### src/rtl/vga_card_grid_renderer_if.sv
// Pixel bus between the timing generator, the slot RAM / image ROM and the card renderer.
// master = surrounding system (timing, memories, pins); slave = renderer.
interface vga_card_grid_renderer_if #(
    parameter int PIX_AW = 18
);
    logic [9:0]        x;
    logic [8:0]        y;
    logic              active;
    logic              hSync;
    logic              vSync;
    logic              screenEnd;
    logic [1:0]        winLoss;
    logic [31:0]       slotAddr;
    logic [31:0]       cardIndex;
    logic [PIX_AW-1:0] imgAddr;
    logic [11:0]       pixColor;
    logic              hSyncOut;
    logic              vSyncOut;
    logic [3:0]        VGA_R;
    logic [3:0]        VGA_G;
    logic [3:0]        VGA_B;

    modport master (
        output x, y, active, hSync, vSync, screenEnd, winLoss, cardIndex, pixColor,
        input  slotAddr, imgAddr, hSyncOut, vSyncOut, VGA_R, VGA_G, VGA_B
    );

    modport slave (
        input  x, y, active, hSync, vSync, screenEnd, winLoss, cardIndex, pixColor,
        output slotAddr, imgAddr, hSyncOut, vSyncOut, VGA_R, VGA_G, VGA_B
    );
endinterface

### src/rtl/vga_card_grid_renderer.sv
// Card-grid pixel renderer: slot RAM -> image ROM -> palette -> RGB; optional CARD_BORDER_EN draws black card edges.
// Latency 6 cycles with syncs/active matched; no backpressure, one pixel accepted every cycle.
module vga_card_grid_renderer #(
    parameter int          COLS       = 5,
    parameter int          ROWS       = 2,
    parameter int          CARD_W     = 75,
    parameter int          CARD_H     = 105,
    parameter int          PITCH_X    = 128,
    parameter int          PITCH_Y    = 128,
    parameter int          ORIGIN_X   = 20,
    parameter int          ORIGIN_Y   = 20,
    parameter int          SLOT_BASE  = 16,
    parameter int          CARD_COUNT = 14,
    parameter int          PIX_AW     = 18,
    parameter logic [11:0] BG_COLOR   = 12'hfff
) (
    input logic clk,
    input logic reset,
    vga_card_grid_renderer_if.slave bus
);

    localparam int          CW       = $clog2(COLS + 1);
    localparam int          RW       = $clog2(ROWS + 1);
    localparam int          LXW      = (PITCH_X > 1) ? $clog2(PITCH_X) : 1;
    localparam int          LYW      = (PITCH_Y > 1) ? $clog2(PITCH_Y) : 1;
    localparam int          DEPTH    = 5;
    localparam logic [9:0]  OX       = 10'(ORIGIN_X);
    localparam logic [8:0]  OY       = 9'(ORIGIN_Y);
    localparam logic [31:0] CARD_PIX = 32'(CARD_W * CARD_H);

    logic [CW-1:0]     colR, colCur, colNext;
    logic [LXW-1:0]    lxR, lxCur, lxNext;
    logic [RW-1:0]     rowR, rowLine, rowCur;
    logic [LYW-1:0]    lyR, lyLine, lyCur;
    logic              inGrid, inCard, cardEmpty;
    logic [31:0]       slotNext;
    logic [PIX_AW-1:0] pixAddr;
    logic [LXW-1:0]    lxQ1, lxQ2;
    logic [LYW-1:0]    lyQ1, lyQ2;
    logic [DEPTH-1:0]  actPipe, hsPipe, vsPipe, cardPipe;
    logic [2:0]        emptyPipe;
    logic [1:0]        shadow;
    logic [11:0]       cardPix, rgbNext;

    // Column tracking: x==0 forces the current tile to the origin, so registers only carry state within a line.
    always_comb begin
        colCur  = (bus.x == '0) ? '0 : colR;
        lxCur   = (bus.x == '0) ? '0 : lxR;
        colNext = colCur;
        lxNext  = lxCur;
        if (bus.x >= OX && colCur != CW'(COLS)) begin
            if (lxCur == LXW'(PITCH_X - 1)) begin
                lxNext  = '0;
                colNext = colCur + 1'b1;
            end else begin
                lxNext = lxCur + 1'b1;
            end
        end
    end

    // Row tracking steps once per line, on its x==0 cycle.
    always_comb begin
        rowLine = rowR;
        lyLine  = lyR;
        if (bus.y == '0) begin
            rowLine = '0;
            lyLine  = '0;
        end else if (bus.y > OY && rowR != RW'(ROWS)) begin
            if (lyR == LYW'(PITCH_Y - 1)) begin
                lyLine  = '0;
                rowLine = rowR + 1'b1;
            end else begin
                lyLine = lyR + 1'b1;
            end
        end
        rowCur = (bus.x == '0) ? rowLine : rowR;
        lyCur  = (bus.x == '0) ? lyLine  : lyR;
    end

    always_comb begin
        inGrid   = (bus.x >= OX) && (bus.y >= OY) &&
                   (colCur < CW'(COLS)) && (rowCur < RW'(ROWS));
        inCard   = inGrid && (32'(lxCur) < 32'(CARD_W)) && (32'(lyCur) < 32'(CARD_H));
        slotNext = 32'(SLOT_BASE) + 32'(rowCur) * 32'(COLS) + 32'(colCur);
    end

    always_comb begin
        cardEmpty = (bus.cardIndex >= 32'(CARD_COUNT));
        pixAddr   = PIX_AW'(bus.cardIndex * CARD_PIX + 32'(lyQ2) * 32'(CARD_W) + 32'(lxQ2));
    end

`ifdef CARD_BORDER_EN
    logic [DEPTH-1:0] borderPipe;
    logic             onBorder;

    always_comb begin
        onBorder = (lxCur == '0) || (32'(lxCur) == 32'(CARD_W - 1)) ||
                   (lyCur == '0) || (32'(lyCur) == 32'(CARD_H - 1));
    end

    always_ff @(posedge clk or posedge reset) begin
        if (reset) borderPipe <= '0;
        else       borderPipe <= {borderPipe[DEPTH-2:0], onBorder};
    end

    always_comb cardPix = borderPipe[DEPTH-1] ? 12'h000 : bus.pixColor;
`else
    always_comb cardPix = bus.pixColor;
`endif

    // Overlay wins over card content; inactive area is always black.
    always_comb begin
        rgbNext = 12'h000;
        if (actPipe[DEPTH-1]) begin
            if (shadow == 2'b01)
                rgbNext = 12'h0f0;
            else if (shadow == 2'b10)
                rgbNext = 12'hf00;
            else if (cardPipe[DEPTH-1] && !emptyPipe[2])
                rgbNext = cardPix;
            else
                rgbNext = BG_COLOR;
        end
    end

    always_ff @(posedge clk or posedge reset) begin
        if (reset) begin
            colR         <= '0;
            lxR          <= '0;
            rowR         <= '0;
            lyR          <= '0;
            bus.slotAddr <= 32'(SLOT_BASE);
            lxQ1         <= '0;
            lxQ2         <= '0;
            lyQ1         <= '0;
            lyQ2         <= '0;
            actPipe      <= '0;
            // Sync stages idle high so the pins never glitch low coming out of reset.
            hsPipe       <= '1;
            vsPipe       <= '1;
            cardPipe     <= '0;
            emptyPipe    <= '0;
            bus.imgAddr  <= '0;
            shadow       <= 2'b00;
            bus.VGA_R    <= '0;
            bus.VGA_G    <= '0;
            bus.VGA_B    <= '0;
            bus.hSyncOut <= 1'b1;
            bus.vSyncOut <= 1'b1;
        end else begin
            colR <= colNext;
            lxR  <= lxNext;
            if (bus.x == '0) begin
                rowR <= rowLine;
                lyR  <= lyLine;
            end
            if (inGrid)
                bus.slotAddr <= slotNext;
            lxQ1      <= lxCur;
            lyQ1      <= lyCur;
            lxQ2      <= lxQ1;
            lyQ2      <= lyQ1;
            actPipe   <= {actPipe[DEPTH-2:0], bus.active};
            hsPipe    <= {hsPipe[DEPTH-2:0], bus.hSync};
            vsPipe    <= {vsPipe[DEPTH-2:0], bus.vSync};
            cardPipe  <= {cardPipe[DEPTH-2:0], inCard};
            emptyPipe <= {emptyPipe[1:0], cardEmpty};
            bus.imgAddr <= cardEmpty ? '0 : pixAddr;
            if (bus.screenEnd)
                shadow <= bus.winLoss;
            {bus.VGA_R, bus.VGA_G, bus.VGA_B} <= rgbNext;
            bus.hSyncOut <= hsPipe[DEPTH-1];
            bus.vSyncOut <= vsPipe[DEPTH-1];
        end
    end

endmodule

### src/flat_wrapper.sv
// flat-port wrapper written by rule: the top's interface ports become plain ports
module vga_card_grid_renderer_flat 
#(
    parameter int          COLS       = 5,
    parameter int          ROWS       = 2,
    parameter int          CARD_W     = 75,
    parameter int          CARD_H     = 105,
    parameter int          PITCH_X    = 128,
    parameter int          PITCH_Y    = 128,
    parameter int          ORIGIN_X   = 20,
    parameter int          ORIGIN_Y   = 20,
    parameter int          SLOT_BASE  = 16,
    parameter int          CARD_COUNT = 14,
    parameter int          PIX_AW     = 18,
    parameter logic [11:0] BG_COLOR   = 12'hfff
)
  (clk, reset, bus_x, bus_y, bus_active, bus_hSync, bus_vSync, bus_screenEnd, bus_winLoss, bus_cardIndex, bus_pixColor, bus_slotAddr, bus_imgAddr, bus_hSyncOut, bus_vSyncOut, bus_VGA_R, bus_VGA_G, bus_VGA_B);
  vga_card_grid_renderer_if #(.PIX_AW(PIX_AW)) bus_i ();
  input logic clk;
  input logic reset;
  input wire logic [$bits(bus_i.x)-1:0] bus_x;
  input wire logic [$bits(bus_i.y)-1:0] bus_y;
  input wire logic [$bits(bus_i.active)-1:0] bus_active;
  input wire logic [$bits(bus_i.hSync)-1:0] bus_hSync;
  input wire logic [$bits(bus_i.vSync)-1:0] bus_vSync;
  input wire logic [$bits(bus_i.screenEnd)-1:0] bus_screenEnd;
  input wire logic [$bits(bus_i.winLoss)-1:0] bus_winLoss;
  input wire logic [$bits(bus_i.cardIndex)-1:0] bus_cardIndex;
  input wire logic [$bits(bus_i.pixColor)-1:0] bus_pixColor;
  output wire logic [$bits(bus_i.slotAddr)-1:0] bus_slotAddr;
  output wire logic [$bits(bus_i.imgAddr)-1:0] bus_imgAddr;
  output wire logic [$bits(bus_i.hSyncOut)-1:0] bus_hSyncOut;
  output wire logic [$bits(bus_i.vSyncOut)-1:0] bus_vSyncOut;
  output wire logic [$bits(bus_i.VGA_R)-1:0] bus_VGA_R;
  output wire logic [$bits(bus_i.VGA_G)-1:0] bus_VGA_G;
  output wire logic [$bits(bus_i.VGA_B)-1:0] bus_VGA_B;
  assign bus_i.x = bus_x;
  assign bus_i.y = bus_y;
  assign bus_i.active = bus_active;
  assign bus_i.hSync = bus_hSync;
  assign bus_i.vSync = bus_vSync;
  assign bus_i.screenEnd = bus_screenEnd;
  assign bus_i.winLoss = bus_winLoss;
  assign bus_i.cardIndex = bus_cardIndex;
  assign bus_i.pixColor = bus_pixColor;
  assign bus_slotAddr = bus_i.slotAddr;
  assign bus_imgAddr = bus_i.imgAddr;
  assign bus_hSyncOut = bus_i.hSyncOut;
  assign bus_vSyncOut = bus_i.vSyncOut;
  assign bus_VGA_R = bus_i.VGA_R;
  assign bus_VGA_G = bus_i.VGA_G;
  assign bus_VGA_B = bus_i.VGA_B;
  vga_card_grid_renderer #(.COLS(COLS), .ROWS(ROWS), .CARD_W(CARD_W), .CARD_H(CARD_H), .PITCH_X(PITCH_X), .PITCH_Y(PITCH_Y), .ORIGIN_X(ORIGIN_X), .ORIGIN_Y(ORIGIN_Y), .SLOT_BASE(SLOT_BASE), .CARD_COUNT(CARD_COUNT), .PIX_AW(PIX_AW), .BG_COLOR(BG_COLOR)) u_core (.clk(clk), .reset(reset), .bus(bus_i));
endmodule
### config.mk
export PLATFORM = sky130hd
export DESIGN_NAME = vga_card_grid_renderer_flat
export DESIGN_NICKNAME = d
export VERILOG_FILES = /design/src/rtl/vga_card_grid_renderer_if.sv /design/src/rtl/vga_card_grid_renderer.sv /design/src/flat_wrapper.sv
export SDC_FILE = /design/constraint.sdc
export NUM_CORES = 1
export LEC_CHECK = 0
export ABC_AREA = 1
export CAP_MARGIN = 20
export CORE_MARGIN = 3
export CORE_UTILIZATION = 30
export DETAILED_ROUTE_END_ITERATION = 12
export PLACE_DENSITY = 0.6
export SLEW_MARGIN = 40
export SYNTH_ARGS = -nofsm -noshare
export SYNTH_HDL_FRONTEND = slang
export SYNTH_SLANG_ARGS = --single-unit
### constraint.sdc
create_clock -name clk -period 5.6 [get_ports clk]
set_input_delay 1.68 -clock clk [delete_from_list [all_inputs] [get_ports clk]]
set_output_delay 1.68 -clock clk [all_outputs]
set_load 0.01 [all_outputs]
Word level (Yosys, flattened, before mapping)
Index checks and enable logic that the tools add are counted.

word-level totals
  register bits = 129
  bits in latches = 0
  bits in writable memories = 0
  ROM bits = 0
  input port bits = 71
  memories = 0

cells by class
  add/subtract/negate cells = 8
  multiply operators = 3
  divide/modulo/power cells = 0
  order comparisons = 8
  eq/ne operators = 6
  shift operators = 0
  multiplexer cells = 19
  bitwise gates (word level) = 0
  reduce and logical (&&, ||, !) cells = 11

operator list
  kind                      count
  $mux W7                   7
  $mux W12                  4
  $add A32 B3 Y32           1
  $ge A32 B4 Y1 const B     1
  $mul A32 B13 Y18 const B  1
  $add A18 B14 Y18          1
  $add A18 B7 Y18           1
  $mux W18                  1
  $add A7 B1 Y7 const B     2
  $eq A7 B7 Y1 const B      2
  $lt A7 B7 Y1 const B      2
  $mul A7 B7 Y14 const B    1
  $ge A10 B5 Y1 const B     1
  $logic_not A10 Y1         1
  $ge A9 B5 Y1 const B      1
  $gt A9 B5 Y1 const B      1
  $logic_not A9 Y1          1
  $mux W3                   3
  $logic_and A1 B1 Y1       8
  $mux W2                   4
  $add A5 B5 Y6 const A     1
  $mul A2 B3 Y5 const B     1
  $add A3 B1 Y3 const B     1
  $lt A3 B3 Y1 const B      1
  other kinds (7)           7

Longest topological paths before layout
Gate-level depths: netlist (run 1).

  word-level depth = 9
  mapped depth = 23
  mapped depth without buffers = 23

Worst setup path after synthesis (run 1)
No wires, ideal clock.

  kind = input -> register
  from = input port bus_cardIndex[4]
  to = register u_core.bus.imgAddr[17]
  library setup time = 117 ps
  data arrival time = 6,339 ps
  slack = -856 ps
  stages = 19
  path through = inv_1 > ha_1 > fa_1 > inv_1 > fa_1 > fa_1 > inv_1 > fa_1 > inv_1 > fa_1 > fa_1 > inv_1 > ha_1 > nand2_1 > inv_1 > a221oi_1 > o311ai_0 > nor2_1 > nor2_1

on the way
  longest elaborated chain between the ends = 4

RTL lines
  element                 line                             text
  start: declaration      flat_wrapper.sv:28               input wire logic [$bits(bus_i.cardIndex)-1:0] bus_cardIndex;
  $mul A32 B13 Y18        vga_card_grid_renderer.sv:89     pixAddr = PIX_AW'(bus.cardIndex * CARD_PIX + 32'(lyQ2) * 32'(CARD_W) + 32'(lxQ2));
  $add A18 B14 Y18        vga_card_grid_renderer.sv:89
  $add A18 B7 Y18         vga_card_grid_renderer.sv:89
  $mux W18 *              vga_card_grid_renderer.sv:168    bus.imgAddr <= cardEmpty ? '0 : pixAddr;
  end signal: assignment  vga_card_grid_renderer.sv:168
  end: declaration        vga_card_grid_renderer_if.sv:30  output slotAddr, imgAddr, hSyncOut, vSyncOut, VGA_R, VGA_G, VGA_B

Every way passes the cells marked *; elsewhere a longest branch is shown, timed or not.
A chain may end at the register's enable or synchronous reset.

Worst setup path in the final report (run 1)
  from = input port bus_cardIndex[6]
  to = register u_core.bus.imgAddr[17]

Same word-level chain as after synthesis.

==> flow_summary.json, run 1 <==
{
  "status": "finished, violations left",
  "violations": "negative setup slack",
  "dp_hpwl_um": 15100,
  "track_usage_pct": 12.2,
  "period_share_pct": 106,
  "synth.distinct_cells": 46,
  "grt_setup_unrepaired": "yes",
  "synth_edf_count": 0,
  "synth.avg_cell_area_um2": 9.28,
  "clk_path_buf_depth": 2,
  "grt_max_degree": 79,
  "gp_congestion": 0.872,
  "synth-seq-cells": 103,
  "power_mw": 7.66,
  "synth_common_cells": "inv_1, ha_1, nand2_1",
  "synthesis.area_um2": 8400,
  "yosys_warnings": 0,
  "slowest_stage": "fa_1",
  "grt-busiest-layer": "met2",
  "cts_root_buffer": "clkbuf_16",
  "post-route-drc-count": 0,
  "whs_ps": 348,
  "syn-instance-count": 905,
  "layoutNonFillerInstCount": 1482,
  "critPathLaunchType": "input pin",
  "finClkSkew_ps": 13.1,
  "synth-main-ff-cell": "dfrtp_1",
  "synth_area_leaders": "dfrtp_1, fa_1, ha_1",
  "synth.most_common_cell": "inv_1",
  "relSlewSlack_pct": 53.1,
  "grt_util_met2_pct": 21.0,
  "wirelength_um": 18000,
  "peakVddDrop_uv": 480,
  "htreeDepth": 3,
  "hold_violations": 0,
  "drt_iter0_drc": 290,
  "nFillCells": 2648,
  "synth_top_area_share_pct": 26.8,
  "io_pins": 135,
  "timing.critical_path.slowest_cell_delay_ps": 580,
  "wl_per_cell_um": 12.1,
  "insertion_delay_ps": 350,
  "async_reset_ff_share_pct": 100,
  "grt_pass1_vias": 6256,
  "crit_chain": "buf_8, buf_6, ha_4, inv_2, fa_2, inv_2, ha_4, fa_1, fa_1, inv_2, fa_2, fa_1, inv_2, ha_4, inv_2, o21ai_2, a21oi_1, o311ai_2, nand2_1, nand2_1, nor2_1",
  "overflow": 0,
  "slew_viol_final": 0,
  "holdCritPathClass": "reg -> reg",
  "p_leak_nw": 5.74,
  "start_util_pct": 30.8,
  "cts_tree": "built",
  "rows": 60,
  "place_inst": 1460,
  "setup_slack_ps": -352,
  "drive_above_1_share_pct": 23.7,
  "worstHoldPathCells": 0,
  "p_per_area_nw_per_um2": 666,
  "use_met1_pct": 16.3,
  "via_per_inst": 4.09,
  "drt_first_pass_iters": 4,
  "grt.met3_usage_pct": 2.34,
  "vias": 6066,
  "ys_seq_area_share_pct": 30.9,
  "critPathRequiredTime_ps": 5850,
  "portBuffers": 108,
  "placed_area_um2": 10800,
  "crit_top_cell": "inv_2",
  "diodes": 0,
  "max_freq_ghz": 0.168,
  "cp_max_fo": 4,
  "setup_viol": 5,
  "clk_pin_slew_worst_paths_ps": 70,
  "reg2regPathDepth": 18,
  "layout.nets": 1363,
  "die_h_um": 173,
  "yosysTopAreaCell": "dfrtp_1",
  "maxCapViolCount": 0,
  "critPathKind": "in -> reg",
  "core_um2": 27300,
  "area_growth_pct": 36.9,
  "die_area_um2": 30000,
  "postRouteAntennaNets": 0,
  "grt_pass1_wl_um": 30300,
  "fin_area_um2": 11500,
  "cts_hold_buf": 0,
  "fp.dieW_um": 173,
  "cts.sinks": 103,
  "antenna_found_initial": 0,
  "cts_made_buffers": 9,
  "crit_arrival_ps": 6200,
  "period_minus_slack_ps": 5950,
  "end_kind": "register",
  "worstMarginPinSlew_ps": 704
}
[layer usage]
layer,vias to the layer above,share of wire (%)
met5,-,0
met4,0,0.79
met3,12,4.3
met2,118,49
met1,2838,46
li1,3098,-
[worst paths after layout]
path,from,to,slack (ps)
worst max-delay path,bus_cardIndex[6],u_core.bus.imgAddr[17]$_DFF_PP0_,-350
worst min-delay path,u_core.lxQ1[1]$_DFF_PP0_,u_core.lxQ2[1]$_DFF_PP0_,350
worst max register to register,u_core.lyQ2[4]$_DFF_PP0_,u_core.bus.imgAddr[15]$_DFF_PP0_,570
worst min register to register,u_core.lxQ1[1]$_DFF_PP0_,u_core.lxQ2[1]$_DFF_PP0_,350
max in group asynchronous,reset,u_core.lxQ1[2]$_DFF_PP0_,2950
min in group asynchronous,reset,u_core.shadow[0]$_DFFE_PP0P_,1840
[report_power, final]
part           internal [mW]  total, mW  switching [mW]
Sequential             0.884      0.940          0.0566
Clock                  0.317      0.617           0.301
Combinational           2.92       6.10            3.18
[state kept, by name, indices dropped and copies added (netlist names), 4 cells and up]
| signal | count |
|---|---|
| u_core.actPipe | 5 |
| u_core.lxQ1 | 7 |
| u_core.bus.imgAddr | 18 |
| u_core.bus.VGA_R | 4 |
| u_core.bus.slotAddr | 6 |
| u_core.bus.VGA_B | 4 |
| u_core.cardPipe | 5 |
| u_core.bus.VGA_G | 4 |
| u_core.lyR | 7 |
| u_core.lyQ2 | 7 |
| u_core.lxQ2 | 7 |
| u_core.hsPipe | 5 |
| u_core.lxR | 7 |
| u_core.vsPipe | 5 |
[logic make-up after synthesis]
logic type	after synthesis	synth area share [%]
AOI/OAI and AO/OA	72	5.41
xor gates and xnor gates	19	1.98
adders and majority gates	187	34.3
buffers and inverters	277	13.7
DFF	103	30.9
muxes	1	0.134
other	1	0.0446
and+or+nand+nor	245	13.6
[area by class of cell]
class                      instances  area (um^2)  share of cell area, %
multi-input combinational        550         5370                   46.7
sequential                       103         2590                   22.6
clock buffer                       9          225                   1.96
tap                              372          465                   4.05
inverter                         248          975                   8.48
timing repair buffer             193         1800                   15.7
clock inverter                     7         68.8                  0.599
[through the flow]
stage	util [%]	setup WS (ps)	TNS (ps)
2_1_floorplan	-	-365	-1190
3_3_place_gp	39.8	-1090	-9590
3_5_place_dp	39.8	-1160	-9970
4_1_cts	41.4	-349	-1130
5_1_grt	42.2	-525	-2180
6_report	42.2	-352	-1200
[cell usage in the layout (no fill, tap or decap), types with 4 or more instances in the layout]
cell             count
dfstp_2             13
fa_2                 5
conb_1              26
o21ai_0              5
buf_6               14
xor2_1               8
inv_2               29
nand3_1             29
xnor2_1             11
nor2_4               5
a21oi_2             10
dfrtp_1             90
ha_1                85
nand2_2             11
inv_6                4
nand4_1             10
nand2_1             95
nor3_1               7
a21oi_1             26
inv_1              207
buf_8                4
o21a_1               8
clkbuf_16            9
ha_4                28
o21ai_2              4
nand3_2              6
inv_4                6
nor2_2               4
fa_1                67
buf_4               72
clkdlybuf4s50_1     97
nor2_1              58
nand2_4              7
[worst max-delay path: cells and delay by family]
family,cells,cell delay [ps]
adders and majority gates,8,3420
AOI/OAI and AO/OA,3,470
buffers and inverters,7,430
and+or+nand+nor,3,190
[repair_timing]
action / 4_1_cts / 5_1_grt
setup endpoints to repair: 11 / 10
setup buffers: 4 / 4
gates resized for setup: 85 / 48
pin swaps: 42 / 62
No activity file was read; power rests on OpenSTA's default activity.
==> run 2: changes to the inputs <==
- GPL_TIMING_DRIVEN: unset -> 0
- SLEW_MARGIN: 40 -> 20
==> flow_summary.json, run 2 (same netlist as run 1, synthesis figures left out) <==
{
  "area_growth_pct": 33.7,
  "diodes": 0,
  "setup_slack_ps": -280,
  "cts_root_buffer": "clkbuf_16",
  "gp_congestion": 0.840,
  "fin_util_pct": 41.2,
  "start_util_pct": 30.8,
  "cts.sinks": 103,
  "layout.nets": 1332,
  "grt_pass1_wl_um": 29200,
  "portBuffers": 108,
  "finClkSkew_ps": 5.19,
  "overflow": 0,
  "peakVddDrop_uv": 572,
  "min-delay-start": "u_core.emptyPipe[0]$_DFF_PP0_",
  "final_common_cell": "inv_1",
  "fp.dieW_um": 173,
  "status": "finished, violations left",
  "hold_end": "u_core.emptyPipe[1]$_DFF_PP0_",
  "critPathLaunchType": "input pin",
  "worstHoldPathCells": 0,
  "layoutNonFillerInstCount": 1451,
  "r2r_end": "u_core.bus.imgAddr[15]$_DFF_PP0_",
  "grt_util_met2_pct": 20.0,
  "cts_tree": "built",
  "cts_made_buffers": 9,
  "via_per_inst": 4.09,
  "postRouteAntennaNets": 0,
  "die_area_um2": 30000,
  "p_per_area_nw_per_um2": 629,
  "r2r_setup_slack_ps": 600,
  "period_minus_slack_ps": 5880,
  "critPathRequiredTime_ps": 5880,
  "cts_hold_buf": 0,
  "grt_pass1_vias": 5979,
  "timing.critical_path.slowest_cell_delay_ps": 570,
  "worstMarginPinSlew_ps": 503,
  "crit_chain": "buf_8, clkinvlp_4, ha_4, fa_1, ha_4, inv_2, fa_1, inv_2, fa_1, inv_2, fa_1, fa_1, inv_2, ha_4, a21o_1, a221oi_2, o311ai_2, nand2_1, nand2_1, nor2_1",
  "drt_first_pass_iters": 4,
  "final_cell_mix": "inv_1, nand2_1, clkdlybuf4s50_1, dfrtp_1, ha_1",
  "critPathKind": "in -> reg",
  "max_freq_ghz": 0.170,
  "io_pins": 135,
  "insertion_delay_ps": 350,
  "use_met1_pct": 15.5,
  "die_h_um": 173,
  "reg2regPathDepth": 18,
  "placed_area_um2": 10500,
  "slowest_stage": "fa_1",
  "wl_per_cell_um": 11.8,
  "violations": "negative setup slack",
  "place_inst": 1411,
  "htreeDepth": 3,
  "nFillCells": 2657,
  "grt.met3_usage_pct": 2.54,
  "p_leak_nw": 5.58,
  "track_usage_pct": 11.9,
  "vias": 5933,
  "fin_area_um2": 11200,
  "largest_reg_flops": 18,
  "clk_path_buf_depth": 2,
  "hold_violations": 0,
  "grt-busiest-layer": "met2",
  "regMostFlops": "u_core.bus.imgAddr",
  "cp_max_fo": 4,
  "antenna_found_initial": 0,
  "slew_viol_final": 0,
  "post-route-drc-count": 0,
  "maxCapViolCount": 0,
  "rows": 60,
  "holdCritPathClass": "reg -> reg",
  "relSlewSlack_pct": 66.4,
  "dp_hpwl_um": 14500,
  "wirelength_um": 17200,
  "setup_viol": 4,
  "crit_arrival_ps": 6160,
  "setup_tns_ps": -904,
  "drive_above_1_share_pct": 22.2,
  "crit_top_cell": "fa_1",
  "drt_iter0_drc": 177,
  "core_um2": 27300,
  "period_share_pct": 105,
  "clk_pin_slew_worst_paths_ps": 70,
  "grt_setup_unrepaired": "yes",
  "end_kind": "register",
  "grt_max_degree": 67,
  "r2r_start": "u_core.lyQ2[4]$_DFF_PP0_"
}
## run 2: critical path: cells and delay by family
kind            cells  cell delay [ps]
fa+ha+maj           8             3280
buf+inv             6              330
simple gates        3              210
compound gates      3              630
## run 2: how the worst max path moves through the flow
stage / from / to
finish: bus_cardIndex[6] / u_core.bus.imgAddr[17]$_DFF_PP0_
global route: bus_cardIndex[7] / u_core.bus.imgAddr[17]$_DFF_PP0_
CTS: bus_cardIndex[6] / u_core.bus.imgAddr[17]$_DFF_PP0_
detailed placement: bus_cardIndex[5] / u_core.bus.imgAddr[17]$_DFF_PP0_
global placement: bus_cardIndex[5] / u_core.bus.imgAddr[17]$_DFF_PP0_
floorplan: bus_cardIndex[9] / u_core.bus.imgAddr[17]$_DFF_PP0_
## run 2: layer usage
layer / up-vias / share of wire (%)
met5: - / 0
met4: 0 / 1.7
met3: 19 / 4.4
met2: 128 / 48
met1: 2744 / 46
li1: 3042 / -
## run 2: through the flow
stage	total power [mW]	hold slack, ps	setup slack, ps
6_report	7.06	348	-280
5_1_grt	7.80	356	-482
4_1_cts	6.47	351	-280
3_5_place_dp	5.25	335	-1350
3_3_place_gp	5.18	331	-1320
2_1_floorplan	4.38	331	-365
## run 2: layout make-up
cell class	instances	area, um^2	share of cell area, %
Inverter	248	967	8.61
Buffer	29	223	1.98
Timing Repair Buffer	133	1330	11.9
Sequential cell	103	2590	23.1
Multi-Input combinational cell	550	5350	47.6
Clock inverter	7	76.3	0.680
Clock buffer	9	225	2.01
Tap cell	372	465	4.14
## run 2: repair_timing
action | in CTS | in global routing
endpoints found under the setup margin | 11 | 7
resized for setup | 93 | 52
setup buffers | 14 | 10
gates cloned | 0 | 0
pin swaps | 38 | 45
## run 2: power by group
group | internal (mW) | switching (mW)
logic | 2.51 | 2.98
clock network | 0.350 | 0.283
registers | 0.884 | 0.0519
total | 3.75 | 3.31
==> run 3: changes to the inputs <==
- RECOVER_POWER: unset -> 25
==> flow_summary.json, run 3 (same netlist as run 1, synthesis figures left out) <==
{
  "cts_root_buffer": "clkbuf_16",
  "area_growth_pct": 33.6,
  "start_util_pct": 30.8,
  "die_area_um2": 30000,
  "startpoint": "bus_cardIndex[6]",
  "cts_hold_buf": 0,
  "crit_top_cell": "fa_1",
  "end_kind": "register",
  "setup_slack_ps": -281,
  "violations": "max-capacitance violations, max-slew violations, negative setup slack",
  "clk_path_buf_depth": 2,
  "reg2regPathDepth": 18,
  "gp_congestion": 0.840,
  "finClkSkew_ps": 6.26,
  "final_common_cell": "inv_1",
  "grt_pass1_wl_um": 29200,
  "rows": 60,
  "worstHoldPathCells": 0,
  "regMostFlops": "u_core.bus.imgAddr",
  "sequentialPowerShare_pct": 13.3,
  "period_share_pct": 105,
  "setup_viol": 4,
  "placed_area_um2": 10500,
  "diodes": 0,
  "cts_made_buffers": 9,
  "worstMarginPinSlew_ps": 1650,
  "p_int_mw": 3.75,
  "peakVddDrop_uv": 572,
  "dp_slack_ps": -1350,
  "fin_area_um2": 11200,
  "maxCapViolCount": 1,
  "p_comb_share_pct": 77.8,
  "grt_pass1_vias": 5979,
  "vias": 5938,
  "r2r_end": "u_core.bus.imgAddr[15]$_DFF_PP0_",
  "slowest_stage": "fa_1",
  "portBuffers": 108,
  "overflow": 0,
  "status": "finished, violations left",
  "power_mw": 7.06,
  "io_pins": 135,
  "grt_setup_unrepaired": "yes",
  "antenna_found_initial": 0,
  "crit_chain": "buf_8, clkinvlp_4, ha_4, fa_1, ha_4, inv_2, fa_1, inv_2, fa_1, inv_2, fa_1, fa_1, inv_2, ha_4, a21o_1, a221oi_2, o311ai_2, nand2_1, nand2_1, nor2_1",
  "setup_tns_ps": -905,
  "final_cell_mix": "inv_1, nand2_1, clkdlybuf4s50_1, dfrtp_1, ha_1",
  "cts.sinks": 103,
  "critPathKind": "in -> reg",
  "critPathTopFamily": "adder cells",
  "swShare_pct": 46.9,
  "postRouteAntennaNets": 0,
  "p_sw_mw": 3.31,
  "critPathRequiredTime_ps": 5880,
  "wirelength_um": 17200,
  "die_h_um": 173,
  "critPathBufInv": 6,
  "htreeDepth": 3,
  "drt_iter0_drc": 177,
  "critPathLaunchType": "input pin",
  "largest_reg_flops": 18,
  "layout.nets": 1332,
  "via_per_inst": 4.09,
  "holdCritPathClass": "reg -> reg",
  "r2r_start": "u_core.lyQ2[4]$_DFF_PP0_",
  "nFillCells": 2656,
  "crit_arrival_ps": 6160,
  "dp_hpwl_um": 14500,
  "period_minus_slack_ps": 5880,
  "cts_tree": "built",
  "whs_ps": 348,
  "insertion_delay_ps": 350,
  "crit_cells": 20,
  "r2r_setup_slack_ps": 600,
  "drive_above_1_share_pct": 22.2,
  "slew_viol_final": 38,
  "p_leak_nw": 5.57,
  "hold_violations": 0,
  "clk_pin_slew_worst_paths_ps": 70,
  "cp_max_fo": 4,
  "wl_per_cell_um": 11.8,
  "fp.dieW_um": 173,
  "drt_first_pass_iters": 4,
  "core_um2": 27300,
  "crit_end": "u_core.bus.imgAddr[17]$_DFF_PP0_",
  "relSlewSlack_pct": -10.8,
  "max_freq_ghz": 0.170,
  "post-route-drc-count": 0,
  "track_usage_pct": 11.9,
  "grt_max_degree": 67,
  "pwr-share-clk_pct": 9.0,
  "p_per_area_nw_per_um2": 629,
  "timing.critical_path.slowest_cell_delay_ps": 570
}
run 3: per-stage QoR:
step | std cells | utilization (%)
3_3_place_gp | 1410 | 38.3
3_5_place_dp | 1411 | 38.4
5_1_grt | 1451 | 41.2
4_1_cts | 1441 | 40.3
6_report | 1451 | 41.2
2_1_floorplan | 930 | -
run 3: cell type report:
| type | count | area (um^2) | area share, % |
|---|---|---|---|
| clock inverters | 7 | 76.3 | 0.680 |
| flip-flops and latches | 103 | 2590 | 23.1 |
| inverters | 248 | 963 | 8.58 |
| clock buffers | 9 | 225 | 2.01 |
| multi-input cells | 550 | 5350 | 47.6 |
| plain buffers | 29 | 223 | 1.98 |
| repair buffers | 133 | 1330 | 11.9 |
| well taps | 372 | 465 | 4.15 |
run 3: power groups by stage:
stage,clock network (mW),registers [mW],logic (mW)
2_1_floorplan,0,0.950,3.43
3_3_place_gp,0,0.948,4.23
3_5_place_dp,0,0.949,4.30
4_1_cts,0.668,0.936,4.86
5_1_grt,0.696,0.951,6.15
6_report,0.635,0.936,5.49
run 3: what timing repair did:
action                                  4_1_cts  5_1_grt
endpoints found under the setup margin       11        7
setup buffers                                14       10
pin swaps                                    38       45
gates resized for setup                      93       52
run 3: layer usage:
metal | up-vias | track usage, % | share of wire (%)
met4 | 0 | 3.18 | 1.8
met2 | 128 | 20.0 | 48
li1 | 3044 | - | -
met3 | 19 | 2.54 | 4.4
met5 | - | 0 | 0
met1 | 2747 | 15.5 | 46
run 3: worst reg2reg max path, cell delays in order, from the launching register on:
cell and delay, ps:
dfrtp_1 430, ha_1 310, ha_1 270, inv_1 50, fa_1 530, inv_1 50
fa_1 400, inv_1 80, fa_1 460, fa_1 520, fa_1 510, inv_1 40
ha_2 320, a21o_1 240, a21oi_2 180, buf_4 130, o221ai_2 110, a21oi_2 150
o21a_1 140
run 3: how the worst min path moves through the flow:
stage / slack [ps] / start / end
after CTS: 350 / u_core.actPipe[3]$_DFF_PP0_ / u_core.actPipe[4]$_DFF_PP0_
after floorplan: 330 / u_core.actPipe[0]$_DFF_PP0_ / u_core.actPipe[1]$_DFF_PP0_
after global routing: 360 / u_core.lxQ1[5]$_DFF_PP0_ / u_core.lxQ2[5]$_DFF_PP0_
after detailed placement: 330 / u_core.actPipe[3]$_DFF_PP0_ / u_core.actPipe[4]$_DFF_PP0_
after global placement: 330 / u_core.emptyPipe[0]$_DFF_PP0_ / u_core.emptyPipe[1]$_DFF_PP0_
final: 350 / u_core.emptyPipe[0]$_DFF_PP0_ / u_core.emptyPipe[1]$_DFF_PP0_
